## config.mk

```make
export PLATFORM = sky130hd
export DESIGN_NAME = instruction_fetch
export DESIGN_NICKNAME = d
export VERILOG_FILES = /design/src/rtl/instruction_fetch_pkg.sv /design/src/rtl/instruction_fetch_inst_fifo.sv /design/src/rtl/instruction_fetch.sv
export SDC_FILE = /design/constraint.sdc
export NUM_CORES = 1
export LEC_CHECK = 0
export CAP_MARGIN = 20
export CORE_ASPECT_RATIO = 0.5
export CORE_UTILIZATION = 25
export CTS_BUF_LIST = sky130_fd_sc_hd__clkbuf_16
export DETAILED_ROUTE_END_ITERATION = 8
export HOLD_SLACK_MARGIN = 0.06
export PLACE_DENSITY = 0.46
export SLEW_MARGIN = 20
export SYNTH_ARGS = -nofsm -noshare
export SYNTH_HDL_FRONTEND = slang
export SYNTH_SLANG_ARGS = --single-unit
```

## constraint.sdc

```tcl
create_clock -name clk -period 8.5 [get_ports clk]
set_input_delay 1.7 -clock clk [delete_from_list [all_inputs] [get_ports clk]]
set_output_delay 1.7 -clock clk [all_outputs]
set_load 0.05 [all_outputs]
```

## src/rtl/instruction_fetch_pkg.sv

```systemverilog
// instruction_fetch_pkg: shared RISC-V constants and fetch FSM encoding.
package instruction_fetch_pkg;
   localparam int XLEN = 32;
   localparam int INST_STRIDE = 4;
   localparam logic [31:0] ECALL = 32'h0000_0073;
   localparam logic [31:0] EBREAK = 32'h0010_0073;
   typedef enum logic [1:0] {BOOT, RUN, HALT} fetch_state_t;
endpackage

```

## src/rtl/instruction_fetch_inst_fifo.sv

```systemverilog
// inst_fifo: power-of-two circular buffer of {pc, instruction} entries with flush.
module inst_fifo #(
   parameter int DEPTH = 2,
   parameter int WIDTH = 64
) (
   input  logic                     clk,
   input  logic                     reset,
   input  logic                     push,
   input  logic                     pop,
   input  logic                     flush,
   input  logic [WIDTH-1:0]         din,
   output logic [WIDTH-1:0]         dout,
   output logic                     full,
   output logic                     empty,
   output logic [$clog2(DEPTH):0]   count
);
   localparam int AW = $clog2(DEPTH);
   logic [WIDTH-1:0] mem [DEPTH];
   logic [AW-1:0] head, tail;
   assign dout = mem[head];
   assign full = count == (AW+1)'(DEPTH);
   assign empty = count == '0;
   always_ff @(posedge clk or posedge reset)
      if (reset) begin
         head <= '0;
         tail <= '0;
         count <= '0;
      end else if (flush) begin
         head <= '0;
         tail <= '0;
         count <= '0;
      end else begin
         if (push) tail <= tail + AW'(1);
         if (pop) head <= head + AW'(1);
         count <= count + (AW+1)'(push) - (AW+1)'(pop);
      end
   // Storage is deliberately left out of reset; validity is tracked by count.
   always_ff @(posedge clk)
      if (push && !flush) mem[tail] <= din;
endmodule

```

## src/rtl/instruction_fetch.sv

```systemverilog
// instruction_fetch: PC sequencer feeding a small instruction buffer; halts on ECALL/EBREAK.
module instruction_fetch #(
   parameter int              XLEN     = instruction_fetch_pkg::XLEN,
   parameter logic [XLEN-1:0] RESET_PC = '0,
   parameter int              DEPTH    = 2
) (
   input  logic            clk,
   input  logic            reset,
   output logic [XLEN-1:0] imem_addr,
   input  logic [31:0]     imem_data,
   input  logic            redirect_valid,
   input  logic [XLEN-1:0] redirect_pc,
   output logic            inst_valid,
   input  logic            inst_ready,
   output logic [31:0]     inst_out,
   output logic [XLEN-1:0] inst_pc,
   output logic            halted
);
   import instruction_fetch_pkg::*;
   fetch_state_t state;
   logic [XLEN-1:0] fetch_pc;
   logic push, pop, full, empty, is_sys;
   logic [$clog2(DEPTH):0] fifo_count;
   logic [XLEN+31:0] head_entry;
   assign imem_addr = fetch_pc;
   assign inst_valid = fifo_count != '0;
   assign pop = !empty && inst_ready && !redirect_valid;
   assign push = state == RUN && !redirect_valid && (!full || pop);
   assign is_sys = imem_data == ECALL || imem_data == EBREAK;
   assign {inst_pc, inst_out} = head_entry;
   inst_fifo #(.DEPTH(DEPTH), .WIDTH(XLEN + 32)) u_fifo (
      .clk(clk),
      .reset(reset),
      .push(push),
      .pop(pop),
      .flush(redirect_valid),
      .din({fetch_pc, imem_data}),
      .dout(head_entry),
      .full(full),
      .empty(empty),
      .count(fifo_count)
   );
   always_ff @(posedge clk or posedge reset)
      if (reset) begin
         state <= BOOT;
         fetch_pc <= RESET_PC;
         halted <= 1'b0;
      end else if (redirect_valid) begin
         state <= RUN;
         fetch_pc <= {redirect_pc[XLEN-1:2], 2'b00};
         halted <= 1'b0;
      end else if (state == BOOT) begin
         state <= RUN;
      end else if (push) begin
         fetch_pc <= fetch_pc + XLEN'(INST_STRIDE);
         // The system instruction itself is buffered; fetching stops after it.
         if (is_sys) begin
            state <= HALT;
            halted <= 1'b1;
         end
      end
endmodule

```

Word-level counts from Yosys, hierarchy flattened

Memories as Yosys holds them, arrays and structs flattened.
Index checks and enable logic that the tools add are counted.

Add/subtract/negate cells: 5
Multipliers: 0
Div/mod/pow operators: 0
Order comparisons: 0
Equality and inequality tests: 5
Shift operators: 0
Multiplexer cells: 18
Bitwise logic cells: 0
Reductions and logical operators: 21

Operators with widths:

| operator                                                           | number |
|---|---|
| 32-bit two-way mux                                                 | 3 |
| 32-bit by 3-bit adder with 32-bit output (second input constant)   | 1 |
| 32-bit by 21-bit == test with 1-bit output (second input constant) | 1 |
| 32-bit by 7-bit == test with 1-bit output (second input constant)  | 1 |
| 1-bit two-way mux                                                  | 10 |
| 2-bit two-way mux                                                  | 5 |
| 2-bit nonzero test                                                 | 4 |
| 3-bit nonzero test                                                 | 2 |
| 1-bit logical AND                                                  | 5 |
| 2-bit logical NOT                                                  | 2 |
| 2-bit AND reduction                                                | 2 |
| 1-bit logical NOT                                                  | 3 |
| 3-bit AND reduction                                                | 1 |
| 1-bit adder (second input constant)                                | 2 |
| 2-bit by 1-bit adder with 2-bit output                             | 1 |
| 2-bit by 1-bit == test with 1-bit output (second input constant)   | 1 |
| 2-bit == test (second input constant)                              | 1 |
| 1-bit logical OR                                                   | 2 |
| 2-bit inequality test (second input constant)                      | 1 |
| 2-bit by 1-bit subtractor with 2-bit output                        | 1 |

Flip-flop bits (word level): 39
Latch bits: 0
Memory bits (writable): 128
Memory bits (read-only): 0
Input port bits: 68
Output and inout port bits: 98
Logic and storage cells: 56
Memories kept: 1

Memory list:

| name       | words | width | read ports | clocked after Yosys merged registers in | wr ports | RTL line                          | text |
|---|---|---|---|---|---|---|---|
| u_fifo.mem | 2     | 64    | 1          | 0                                       | 1        | instruction_fetch_inst_fifo.sv:18 | `logic [WIDTH-1:0] mem [DEPTH];` |

Longest topological paths before layout

Depth in word-level cells: 9
Depth in mapped cells: 10
Mapped depth without buffers: 9

By module

A second synthesis with hierarchy kept.

Cell total of the unflattened synthesis: 480
Area, all modules: 7,290.7 µm²

Modules (own cells, without submodules):

| module            | instances | cells an instance | area each (µm²) | sequential area each (µm²) |
|---|---|---|---|---|
| inst_fifo         | 1         | 219               | 5,044.8         | 3,943.8 |
| instruction_fetch | 1         | 261               | 2,245.9         | 825.8 |

Worst setup path before layout

No wires, ideal clock.

Path type: input to register
Start point: input redirect_valid
End point: memory u_fifo.mem[0][0], enable pin
Setup time: 0.484 ns
Arrival: 5.048 ns
Required time: 8.016 ns
Slack: 2.968 ns
Stages: 6
Path buffers: 3
Cell sequence: clkbuf_1 nor2_1 nand3_1 buf_2 buf_2 nor2_1

Longest elaborated chain between the ends: 7
Elaborated cells between the ends (all ways): 8
Classes of those cells: mux: 2; reduce/logical: 6

Ends and longest elaborated chain:

| what                                      | RTL line                                                                            | text |
|---|---|---|
| from (decl)                               | instruction_fetch.sv:11                                                             | `input logic redirect_valid,` |
| 1-bit logical NOT *                       | instruction_fetch_inst_fifo.sv:39, instruction_fetch.sv:27, instruction_fetch.sv:28 |  |
| 1-bit logical AND                         | instruction_fetch.sv:27                                                             | `assign pop = !empty && inst_ready && !redirect_valid;` |
| 1-bit logical OR                          | instruction_fetch.sv:28                                                             | `assign push = state == RUN && !redirect_valid && (!full \|\| pop);` |
| 1-bit logical AND                         | instruction_fetch.sv:28                                                             |  |
| 1-bit logical AND *                       | instruction_fetch_inst_fifo.sv:39                                                   | `if (push && !flush) mem[tail] <= din;` |
| 1-bit two-way mux *                       | instruction_fetch_inst_fifo.sv:39                                                   |  |
| 1-bit two-way mux (not written as such) * | instruction_fetch_inst_fifo.sv:39                                                   |  |
| to (decl)                                 | instruction_fetch_inst_fifo.sv:18                                                   |  |

Mark *: on every way between the ends. The rest lies on a longest branch, timed or not.

Worst setup path after layout

Start point: register u_fifo.head
End point: output inst_pc[18]

Longest elaborated chain between the ends: 1

Ends and longest elaborated chain:

| what                   | RTL line                          | text |
|---|---|---|
| from (decl)            | instruction_fetch_inst_fifo.sv:19 | `logic [AW-1:0] head, tail;` |
| from (signal assigned) | instruction_fetch_inst_fifo.sv:34 | `if (pop) head <= head + AW'(1);` |
| memory 2 x 64 bit      | --                                |  |
| to (decl)              | instruction_fetch.sv:16           | `output logic [XLEN-1:0] inst_pc,` |

Every way passes these cells.

==> flow_summary.toml <==
[finish]
final_common_cell = "clkdlybuf4s50_1"
area_growth_pct = 38.5
fill_cells = 2502
layout_common_cells = "clkdlybuf4s50_1, edfxtp_1, mux2_2"
diodes = 0
fin_nets = 689
final_layout_size_suffix_gt1_share_pct = 17.6

[routing]
wl_met1_microns = 8030
firstDrtPassIters = 6
drt_iter0_drc = 328
ant_nets = 0
detail_route.vias_per_cell = 4.43
top_layer_used = "met4"
wl_met2_microns = 8800
wl_microns = 17600
routedWlPerCell_microns = 18.1
met3WireLength_microns = 459
vias = 4317
drc = 6

[sta]
hold_violations = 0
slew-limit-headroom_pct = 33.0
fin_tns_setup_ns = 0
min_period_ns = 4.40
finalSetupViolCount = 0
finalCritPeriodShare_pct = 51.7
clock.fmax_mhz = 227
tightest_slew_ns = 1.00
rsz0062_at_grt = "no"
finalClockSkew_ns = 0.00842
finalMaxSlewViolations = 0

[synthesis]
synth_warnings = 0
seq_area_frac_synth_pct = 69.5
avgSynthCellArea_sq_um = 14.7
yosys.area.top_type = "edfxtp_1"
ys_ff_latch = 161
ys_types = 54
synth_area_sq_um = 6690
async_reset_ff_share_pct = 23.0
synth_edf_count = 124
yosys-top-cells-area = "edfxtp_1, dfrtp_1, mux2_2"
synthFlopType = "edfxtp_1"
yosysTopAreaCellShare_pct = 55.7
syn_inst = 455

[die]
io_pins = 166
die_y_microns = 118
dieArea_sq_um = 27500
coreArea_sq_um = 25800
initial_core_util_pct = 26.0
rows = 41
die_x_microns = 233

[grt]
grt_first_pass_wirelength_microns = 27500
grt-ovfl-total = 0
grt_pass1_vias = 4473
track_usage_pct = 13.5
grt_max_degree = 64
antenna_found_initial = 0

[clocking]
root_buffer = "clkbuf_16"
tritoncts = "done"
clockBufferDepth = 2
clock-sinks = 161
cts_max_level = 4
cts_hold_buf = 0
clk_latency_ns = 0.43
path_clk_slew_ns = 0.06
cts_resized = 0
postCtsSetupRepairBufs = 0
cts_inserted_buffers = 17

[outcome]
violations = "design-rule violations"
outcome = "complete, but fails checks"

[power_and_ir_drop]
total_power_mw = 2.85
leakage_nw = 3.22
ir_drop_mv = 0.156
p_per_area_nw_per_um2 = 307

[worst_hold_path]
hold_path_depth = 2
hold_path.class = "reg -> reg"

[worst_setup_path]
worstPathMaxFanout = 62
ff2ff_path_depth = 7
start_kind = "register"
critPathKind = "reg -> out"
arrival_ns = 2.70
cp-end-kind = "primary output"
cp.required_ns = 6.80

[placed_design]
portBuffers = 159
dpl.hpwl_microns = 11400
gp_congestion = 0.730

[run]
cap_violations = 0
==> cells in the mapped netlist (5+ instances only) <==
library cell,count
edfxtp_1,124
mux2_2,62
dfrtp_1,37
nand2_1,37
nor2_1,28
nand3_1,18
o21ai_0,15
clkbuf_1,12
inv_1,11
nand4_1,11
nor4_1,10
o211ai_1,7
xor2_1,6
a21oi_1,5
buf_2,5
nor3_1,5
==> metal layers <==
layer / up-vias / global-route usage (%)
li1: 2057 / -
met1: 2179 / 17.4
met2: 61 / 22.0
met3: 20 / 2.88
met4: 0 / 5.39
met5: - / 0
==> flip-flops by register name, summed over array words and instances, names as in the netlist <==
name / cells
imem_addr: 30
halted: 1
u_fifo.tail: 1
u_fifo.count: 2
state: 2
u_fifo.head: 1
u_fifo.mem: 124
==> worst max-delay path, stage by stage (launching register included) <==
cell and delay, ns:
dfrtp_2 0.36, buf_4 0.66, mux2_2 0.41, clkdlybuf4s50_1 0.75
==> per-stage QoR <==
step / instance area, sq um / utilization (%) / hold slack, ns / setup WS (ns) / std cells
global route: 9260 / 36.0 / 0.556 / 3.94 / 975
finish: 9260 / 36.0 / 0.515 / 4.10 / 975
detailed placement: 8660 / 33.6 / 0.513 / 3.81 / 943
global placement: 8660 / 33.6 / 0.507 / 3.84 / 943
CTS: 9260 / 36.0 / 0.523 / 4.01 / 975
floorplan: 6700 / - / 0.464 / 2.97 / 458
==> cells by family after synthesis <==
family / synth area share (%)
buf+inv: 2.23
xor+xnor: 1.18
simple gates: 10.4
fa+ha+maj: 0.561
other cells: 0.0561
mux: 10.6
compound gates: 5.48
flops: 69.5
==> path summary, 6_finish.rpt <==
kind,startpoint,to,slack [ns]
min in group asynchronous,reset,imem_addr[26],1.72
setup / recovery,u_fifo.head,inst_pc[18],4.10
setup reg to reg,u_fifo.count[0],imem_addr[10],5.53
hold reg to reg,halted,halted,0.52
max in group asynchronous,reset,u_fifo.head,6.38
hold / removal,halted,halted,0.52
==> area by class of cell <==
| type | instances | area, sq um | share of cell area, % |
|---|---|---|---|
| Timing Repair Buffer | 164 | 1620 | 17.5 |
| Clock buffer | 17 | 425 | 4.59 |
| Clock inverter | 15 | 178 | 1.92 |
| Multi-Input combinational cell | 263 | 1910 | 20.6 |
| Sequential cell | 161 | 4650 | 50.2 |
| Inverter | 11 | 41.3 | 0.446 |
| Tap cell | 344 | 430 | 4.65 |
==> power by group <==
group	switching, mW	internal [mW]
combinational	0.653	0.348
sequential	0.0627	0.986
clock	0.313	0.485
total	1.03	1.82
No activity file was read; power rests on OpenSTA's default activity.
==> variant, RTL diff (same settings) <==
Set the package constant `XLEN` to 40 (it was 32).
--- a/src/rtl/instruction_fetch_pkg.sv
+++ b/src/rtl/instruction_fetch_pkg.sv
@@ -1,5 +1,5 @@
 // instruction_fetch_pkg: shared RISC-V constants and fetch FSM encoding.
 package instruction_fetch_pkg;
-   localparam int XLEN = 32;
+   localparam int XLEN = 40;
    localparam int INST_STRIDE = 4;
    localparam logic [31:0] ECALL = 32'h0000_0073;
Interface: changed (resized imem_addr, inst_pc and redirect_pc); port bits go from 166 to 190. No check against the original RTL was run, so the function may have changed too.
==> variant against the original RTL <==
The flow still finishes with violations (design-rule violations); non-clock buffer count grew 25; design area grew 15%; power grew 13%; routed wire length grew 21%; synthesized area grew 16%; worst setup slack gained 0.017 ns; sequential cell count grew 24; clock skew grew 0.0016 ns; critical endpoint is now inst_pc[17]; largest cell class unchanged.
==> variant: results (changes against the original RTL) <==
* Pin count of the biggest net entering global routing at 72 (+13%)
* Clk_skew at 0.0100 ns (+0.00162 ns)
* Vias in the first global route at 5317 (+19%)
* Pre-CTS WS at 3.76 ns (-0.0514 ns)
* Fillers at 2978 (+19%)
* Cells after DPL at 1103 (+17%)
* DRT iter0 DRCs at 249 (-24%)
* Crit path DAT at 2.68 ns (-0.02 ns)
* Worst path slowest cell: dfrtp_4
* Maximum VDD drop at 0.000144 V (-7.4%)
* Post-synth EDFFs at 140 (+13%)
* DRC errors left at 2 (-4)
* Setup crit end: inst_pc[17]
* Status: complete, but fails checks
* Met1 wire length at 9530 um (+19%)
* Asr flop ratio synth at 24.3% (+1.3 points)
* Worst-Skew Late Latency at 0.45 ns (+0.02 ns)
* Placer Congestion at 0.739 (+1.3%)
* Least-Margin Pin Slew at 0.839 ns (-0.165 ns)
* Synth top area cells: edfxtp_1, dfrtp_1, mux2_2
* Met2 WL post-DR at 10700 um (+22%)
* Failing checks: design-rule violations
* P_leak at 3.65 nW (+13%)
* WHS at 0.526 ns (+0.0106 ns)
* FF-to-FF Start: u_fifo.count[1]
* Met3 wire len at 679 um (+48%)
* Crit-path max cell delay at 0.78 ns (+0.03 ns)
* Sequential share of the synthesized area at 68.9% (-0.66 points)
* WL/cell at 18.8 um (+3.7%)
* R2r endpoint: u_fifo.mem[0][21]
* Via Count at 5240 (+21%)
* Internal power at 2.04 mW (+12%)
* Unique masters post-synth at 51 (-5.6%)
* Largest register FFs at 140 (+13%)
* M1 GR Usage at 17.1% (-0.31 points)
* Antenna violations before repair at 1 (+1)
==> variant: power by group through the flow <==
stage	sequential [mW]	clock, mW	combinational, mW
2_1_floorplan	1.29	0	0.684
3_3_place_gp	1.27	0	1.10
3_5_place_dp	1.28	0	1.10
4_1_cts	1.26	0.886	1.10
5_1_grt	1.25	0.922	1.17
6_report	1.23	0.861	1.12
==> variant: final cells by class <==
type	count	share of cell area, %
sequential	185	49.9
multi-input combinational	318	21.1
timing repair buffer	189	17.8
tap	399	4.67
clock buffer	17	3.98
clock inverter	15	1.93
inverter	14	0.539
antenna	2	0.0469
==> variant: cells by family after synthesis <==
family                     Yosys count  synth area share, %
DFF                                185                 68.9
and+or+nand+nor                    156                 10.7
AOI/OAI and AO/OA                   73                 6.08
muxes                               72                 10.4
buffers and inverters               40                 2.30
xor gates and xnor gates            10                 1.13
adders and majority gates            3                0.485
other                                1               0.0484
==> variant: worst min-delay path: cells and delay by family (launching register included) <==
family	cells	cell delay (ns)
compound gates	1	0.05
buf+inv	1	0.06
flops	1	0.38
